==> config.mk <==
export PLATFORM = sky130hd
export DESIGN_NAME = intersection_scheduler
export DESIGN_NICKNAME = d
export VERILOG_FILES = /design/src/rtl/intersection_scheduler.sv
export SDC_FILE = /design/constraint.sdc
export NUM_CORES = 1
export LEC_CHECK = 0
export ABC_AREA = 1
export ABC_CLOCK_PERIOD_IN_PS = 2380
export CORE_ASPECT_RATIO = 0.8
export CORE_MARGIN = 2
export CORE_UTILIZATION = 40
export DETAILED_ROUTE_END_ITERATION = 6
export GPL_ROUTABILITY_DRIVEN = 0
export PLACE_DENSITY = 0.64
export RECOVER_POWER = 25
export SLEW_MARGIN = 20
export SYNTH_ARGS = -nofsm -noshare
export SYNTH_HDL_FRONTEND = slang
export SYNTH_SLANG_ARGS = --single-unit
==> constraint.sdc <==
create_clock -name clk -period 2.38 [get_ports clk]
set_clock_uncertainty 0.05 [all_clocks]
set_input_delay 0.476 -clock clk [delete_from_list [all_inputs] [get_ports clk]]
set_output_delay 0.476 -clock clk [all_outputs]
set_load 0.01 [all_outputs]
==> src/rtl/intersection_scheduler.sv <==
// Two-approach intersection scheduler with pedestrian walk phase.
// Main road rests green; side/ped requests are latched and served in rounds.
module intersection_scheduler #(
  parameter int GREEN_TICKS  = 8,
  parameter int YELLOW_TICKS = 3,
  parameter int ALLRED_TICKS = 2,
  parameter int WALK_TICKS   = 5,
  parameter int CNT_W        = 8
) (
  input  logic       clk,
  input  logic       rst,
  input  logic       tick,
  input  logic       ew_req,
  input  logic       ped_req,
  output logic [2:0] ns_light,
  output logic [2:0] ew_light,
  output logic       walk,
  output logic       ew_pend,
  output logic       ped_pend
);

  localparam logic [3:0] INIT   = 4'd0;
  localparam logic [3:0] NS_GRN = 4'd1;
  localparam logic [3:0] NS_YEL = 4'd2;
  localparam logic [3:0] AR1    = 4'd3;
  localparam logic [3:0] WALK   = 4'd4;
  localparam logic [3:0] AR2    = 4'd5;
  localparam logic [3:0] EW_GRN = 4'd6;
  localparam logic [3:0] EW_YEL = 4'd7;
  localparam logic [3:0] AR3    = 4'd8;

  localparam logic [CNT_W-1:0] GRN_LAST = CNT_W'(GREEN_TICKS - 1);
  localparam logic [CNT_W-1:0] YEL_LAST = CNT_W'(YELLOW_TICKS - 1);
  localparam logic [CNT_W-1:0] AR_LAST  = CNT_W'(ALLRED_TICKS - 1);
  localparam logic [CNT_W-1:0] WLK_LAST = CNT_W'(WALK_TICKS - 1);

  localparam logic [2:0] RED = 3'b100;
  localparam logic [2:0] YEL = 3'b010;
  localparam logic [2:0] GRN = 3'b001;

  logic [3:0]       state;
  logic [3:0]       state_n;
  logic [CNT_W-1:0] count;
  logic [CNT_W-1:0] count_n;
  logic             last;
  logic [2:0]       ns_n;
  logic [2:0]       ew_n;
  logic             walk_n;
  logic             ew_clr;
  logic             ped_clr;

  always_comb begin
    last = 1'b0;
    unique case (state)
      INIT, AR1, AR2, AR3: last = (count == AR_LAST);
      NS_YEL, EW_YEL:      last = (count == YEL_LAST);
      WALK:                last = (count == WLK_LAST);
      NS_GRN, EW_GRN:      last = (count == GRN_LAST);
      default:             last = 1'b0;
    endcase
  end

  always_comb begin
    state_n = state;
    if (tick && last) begin
      unique case (state)
        INIT:   state_n = NS_GRN;
        NS_GRN: if (ew_pend || ped_pend) state_n = NS_YEL;
        NS_YEL: state_n = AR1;
        AR1:    state_n = ped_pend ? WALK :
                          ew_pend  ? EW_GRN : NS_GRN;
        WALK:   state_n = AR2;
        AR2:    state_n = ew_pend ? EW_GRN : NS_GRN;
        EW_GRN: state_n = EW_YEL;
        EW_YEL: state_n = AR3;
        AR3:    state_n = NS_GRN;
        default: state_n = INIT;
      endcase
    end
  end

  // Holding at last in NS_GRN gives the main-green saturation.
  always_comb begin
    count_n = count;
    if (state_n != state)
      count_n = '0;
    else if (tick && !last)
      count_n = count + 1'b1;
  end

  always_comb begin
    ns_n   = RED;
    ew_n   = RED;
    walk_n = 1'b0;
    unique case (state_n)
      NS_GRN:  ns_n = GRN;
      NS_YEL:  ns_n = YEL;
      EW_GRN:  ew_n = GRN;
      EW_YEL:  ew_n = YEL;
      WALK:    walk_n = 1'b1;
      default: ;
    endcase
  end

  assign ew_clr  = (state_n == EW_GRN) && (state != EW_GRN);
  assign ped_clr = (state_n == WALK) && (state != WALK);

  always_ff @(posedge clk or posedge rst) begin
    if (rst) begin
      state    <= INIT;
      count    <= '0;
      ns_light <= RED;
      ew_light <= RED;
      walk     <= 1'b0;
      ew_pend  <= 1'b0;
      ped_pend <= 1'b0;
    end else begin
      state    <= state_n;
      count    <= count_n;
      ns_light <= ns_n;
      ew_light <= ew_n;
      walk     <= walk_n;
      ew_pend  <= ew_clr ? 1'b0 :
                  (ew_pend | (ew_req && state != EW_GRN));
      ped_pend <= ped_clr ? 1'b0 :
                  (ped_pend | (ped_req && state != WALK));
    end
  end

endmodule
# Yosys cells after proc, flatten, opt, wreduce, memory -nomap -nowiden
# Cells that the tools add are included.
[totals]
mem_bits_rw = 0
wordCells = 57
romBits = 0
latch_bits = 0
register_bits = 21
mem_count = 0
[classes]
shift = 0
bitwise_logic = 2
n_reduce_logical = 14
eq_ne = 20
muxes = 13
n_lt_le_gt_ge = 0
mul = 0
add_sub_neg = 1
div = 0
[op_table]
columns = ["op", "count"]
rows = [
  ["one-hot mux 4 bit (8 select lines)", 1],
  ["== test 4 x 3 -> 1 bit (second input constant)", 7],
  ["== test 8 x 3 -> 1 bit (second input constant)", 2],
  ["two-way mux 8 bit", 2],
  ["== test 4 x 2 -> 1 bit (second input constant)", 3],
  ["two-way mux 4 bit", 3],
  ["one-hot mux 3 bit (2 select lines)", 2],
  ["adder 8 x 1 -> 8 bit (second input constant)", 1],
  ["== test 4 x 1 -> 1 bit (second input constant)", 2],
  ["== test 8 x 1 -> 1 bit (second input constant)", 1],
  ["== test 8 x 2 -> 1 bit (second input constant)", 1],
  ["inequality test 4 x 3 -> 1 bit (second input constant)", 2],
  ["logical AND 1 bit", 6],
  ["OR reduction 2 bit", 3],
  ["== test 4 bit (second input constant)", 1],
  ["zero test 4 bit", 1],
  ["inequality test 4 bit", 1],
  ["one-hot mux 1 bit (4 select lines)", 1],
  ["OR reduction 4 bit", 1],
  ["two-way mux 1 bit", 3],
  ["two-way mux 3 bit", 1],
  ["bitwise OR 1 bit", 2],
  ["nonzero test 2 bit", 1],
  ["zero test 1 bit", 1],
  ["logical OR 1 bit", 1],
]

# Depth between registers and ports, before layout
[logic_depth]
word_depth = 8
depth_mapped = 16
ltp_nobuf = 15

# Worst setup path before layout
# Ideal clock, no wire load.
[synth_timing]
path_kind = "flip-flop to flip-flop"
startpoint = "reg state[0]"
endpoint = "reg ew_pend"
path_slack_ns = 0.562
arrival_ns = 1.655
n_path_buf = 1
path_stages_with_launch = 14
period_less_slack_ns = 1.818
path_cell_list = "dfrtp_1 -> buf_6 -> nor2_2 -> a21oi_1 -> nor2_1 -> nand3_2 -> nor2_4 -> nand3_4 -> nand2_1 -> nand2_2 -> nor2_4 -> nand3_1 -> nand2_1 -> inv_1"
[synth_via]
elab_chain_len = 8
[synth_lines]
columns = ["element", "line", "rtl"]
rows = [
  ["start, declared", "41", "logic [3:0] state;"],
  ["start signal, assigned", "118", "state <= state_n;"],
  ["== test 4 bit (tied with other cells)", "54, 66", ""],
  ["OR reduction 4 bit or OR reduction 2 bit (tied branches)", "54", "unique case (state)"],
  ["one-hot mux 1 bit (4 select lines)", "54", ""],
  ["logical AND 1 bit", "65", "if (tick && last) begin"],
  ["two-way mux 4 bit *", "65", ""],
  ["net state_n[3]", "42", "logic [3:0] state_n;"],
  ["== test 4 x 3 -> 1 bit *", "105", "assign ew_clr = (state_n == EW_GRN) && (state != EW_GRN);"],
  ["logical AND 1 bit *", "105", ""],
  ["two-way mux 1 bit *", "123", "ew_pend <= ew_clr ? 1'b0 :"],
  ["end signal, assigned", "123", ""],
  ["end, declared", "18", "output logic ew_pend,"],
]
# The timed path passes the listed nets; every way through them passes the cells marked *.
# A chain may end at the register's enable or synchronous reset.

# Worst setup path after layout
[layout_timing]
startpoint = "reg state[0]"
endpoint = "reg ped_pend"
[layout_via]
elab_chain_len = 8
[layout_lines]
columns = ["element", "line", "rtl"]
rows = [
  ["== test 4 bit (tied with other cells)", "54, 66", ""],
  ["OR reduction 4 bit or OR reduction 2 bit (tied branches)", "54", ""],
  ["one-hot mux 1 bit (4 select lines)", "54", ""],
  ["logical AND 1 bit", "65", ""],
  ["two-way mux 4 bit *", "65", ""],
  ["net state_n[3]", "42", ""],
  ["== test 4 x 3 -> 1 bit *", "106", "assign ped_clr = (state_n == WALK) && (state != WALK);"],
  ["logical AND 1 bit *", "106", ""],
  ["two-way mux 1 bit *", "125", "ped_pend <= ped_clr ? 1'b0 :"],
  ["end signal, assigned", "125", ""],
  ["end, declared", "19", "output logic ped_pend"],
]
# Marks and branches as above.

==> impl_metrics.toml <==
[sta]
finalHoldViolations = 0
tightest_slew_ps = 1105
maxSlewViolCount = 0
setup_violations = 0
rsz0062_at_grt = "false"
fin_setup_tns_ps = 0
maxSlewHeadroom_pct = 26.33
fmax_mhz = 468.6
period_share_pct = 89.67
fin_crit_ps = 2134

[power]
ir_worst_vdd_mv = 0.4594
power_uw = 949.8
power.density_nw_per_um2 = 621.7
p_leak_nw = 0.7458

[floorplan]
io_pins = 14
start_util_pct = 42.27
core_sq_um = 3108
num_rows = 18
fp.dieH_microns = 55.26
die_width_microns = 68.08
dieArea_sq_um = 3762

[logic_synthesis]
syn_area_per_cell_sq_um = 7.422
synthCells = 177
netlist_area_sq_um = 1314
yosys_warnings = 0
synth_nets = 183
ys_ff_latch = 21
ys_types = 27
synth_seq_area_share_pct = 40.19

[clocking]
cts.clk_slew.worst_paths_ps = 80
cts_buffer_depth = 2
h-tree-depth = 1
hold_buffers = 0
cts_tree = "done"
cts-buffers-inserted = 3
cts_root_buffer = "clkbuf_8"
worstSkewPairLatency_ps = 260
clock-sinks = 21
post_cts_buffers = 0
cts_resized = 0

[route]
drt-pass1-iter-count = 4
viasPerCell = 4.845
wire_per_inst_microns = 11.33
drc = 0
drt_iter0_markers = 62
antenna_left = 0
vias = 1129
routed_wl_mm = 2.639

[critical_path]
critPathMaxFanout = 9
slowest_stage = "dfrtp_1"
path_common_cell = "nand2_1"
crit_path_cell_trace = "nand2_1 > nor2_2 > nor2_1 > nand3_1 > nand2_2 > nor2_4 > nand3_4 > nand2_1 > nand2_2 > nor2_4 > nand3_1 > nand2_1 > inv_1"
startpoint_type = "flop"
cp.required_ps = 2500
cp-end-kind = "flop"
crit_buf_inv = 1
crit_type = "flop to flop"
cpPeakStageDelay_ps = 540
crit_arrival_ps = 2250
cp_top_family = "simple AND/OR/NAND/NOR gates"

[placed_design]
dp_hpwl_mm = 2.094
place.port_buffers = 13

[final_layout]
drive_above_1_share_pct = 21.24
n_antenna_cell = 0
fillerInstances = 300
syn2layout_area_growth_pct = 16.29
nNetsFinal = 200

[global_routing]
grt_max_degree = 22
grt.total_usage_pct = 15.63
grt_pass1_vias = 1021
grt_remaining_overflow = 0
antenna_found_initial = 0
grt_pass1_wl_mm = 4.485

[flow_run]
max_cap_viol_count = 0

[outcome]
status = "finished, final reports clean"

[hold_path]
hold_class = "flop to flop"
-- synthesized netlist by cell type, drive strengths merged --
cell    count  share of area (%)
a21o        1               0.57
a21oi       2               0.76
a31oi       1               0.48
buf         2                1.2
dfrtp      19                 36
dfstp       2                4.0
ha          1               0.95
inv        31                8.9
nand2      50                 17
nand3      13                6.7
nand4       8                4.3
nor2       33                 12
nor3        5                2.3
nor3b       1               0.57
o211ai      1               0.57
o21ai       4                1.5
xor2        3                2.0
-- path summary, 6_finish.rpt --
path                            end  slack (ps)      from  depth (start not counted)
max                        ped_pend         250  state[0]                         13
min reg2reg                count[5]         470  count[5]                          1
min in group asynchronous  ped_pend         940       rst                          3
max reg2reg                ped_pend         250  state[0]                         13
min                        count[5]         470  count[5]                          1
max in group asynchronous  count[5]         680       rst                          3
-- flip-flops by register name, summed over array words and instances, names as in the netlist --
signal	flops
ew_pend	1
ns_light	3
walk	1
count	8
state	4
ew_light	3
ped_pend	1
-- report_power, final --
part	internal (mW)	switching [mW]	leakage, nW
logic	0.0921	0.146	0.472
clock network	0.117	0.121	0.0255
registers	0.417	0.0571	0.248
-- cell usage in the layout (no fill, tap or decap), drive strengths merged --
cell type / synthesis / final
clkdlybuf4s50: 0 / 12
dlygate4sd3: 0 / 1
ha: 1 / 1
nand2: 50 / 50
nor2: 33 / 33
a31oi: 1 / 1
clkbuf: 0 / 4
a21o: 1 / 1
nand4: 8 / 8
nand3: 13 / 13
nor3: 5 / 5
inv: 31 / 31
xor2: 3 / 3
nor3b: 1 / 1
o211ai: 1 / 1
dfstp: 2 / 2
o21ai: 4 / 4
clkinv: 0 / 1
dfrtp: 19 / 19
a21oi: 2 / 2
-- metrics by stage --
step | utilization, % | setup slack [ps] | hold slack (ps) | cell area (sq um) | cells
after floorplan | - | 561.7 | 401.0 | 1314 | 177
after global placement | 47.79 | 342.4 | 458.4 | 1485 | 229
after detailed placement | 47.79 | 274.3 | 461.4 | 1485 | 229
after CTS | 49.28 | 266.7 | 474.6 | 1531 | 233
after global routing | 49.15 | 35.25 | 501.1 | 1528 | 233
final | 49.15 | 245.8 | 468.0 | 1528 | 233
-- final cells by class --
class | instances | area, sq um | share of cell area, %
multi-input combinational | 123 | 653.1 | 42.75
tap | 40 | 50.05 | 3.276
sequential | 21 | 528.0 | 34.56
inverter | 31 | 116.4 | 7.617
clock inverter | 1 | 5.005 | 0.3276
timing repair buffer | 14 | 133.9 | 8.763
clock buffer | 3 | 41.29 | 2.703
-- kinds of logic after synthesis --
kind of cell             after synthesis  share of synthesized area [%]
AO/OA/AOI/OAI                          9                          3.906
buffers and inverters                 33                          10.09
AND/OR/NAND/NOR                      110                          42.86
adder cells (fa/ha/maj)                1                         0.9522
flip-flops                            21                          40.19
XOR/XNOR                               3                          2.000
-- worst reg2reg max path: cells and delay by family (launching register included) --
family	cells	cell delay [ps]
buffers and inverters	1	40
flip-flops	1	540
AND/OR/NAND/NOR	12	1410
-- layer usage --
metal,track usage [%],share of wire [%],routed length (microns),vias to the layer above
li1,-,-,-,580
met1,23.34,52,1362,514
met2,22.33,42,1105,30
met3,3.870,5.5,144,5
met4,4.286,0.99,26,0
met5,0,0,0,-
Power figures use the tool's default switching activity.
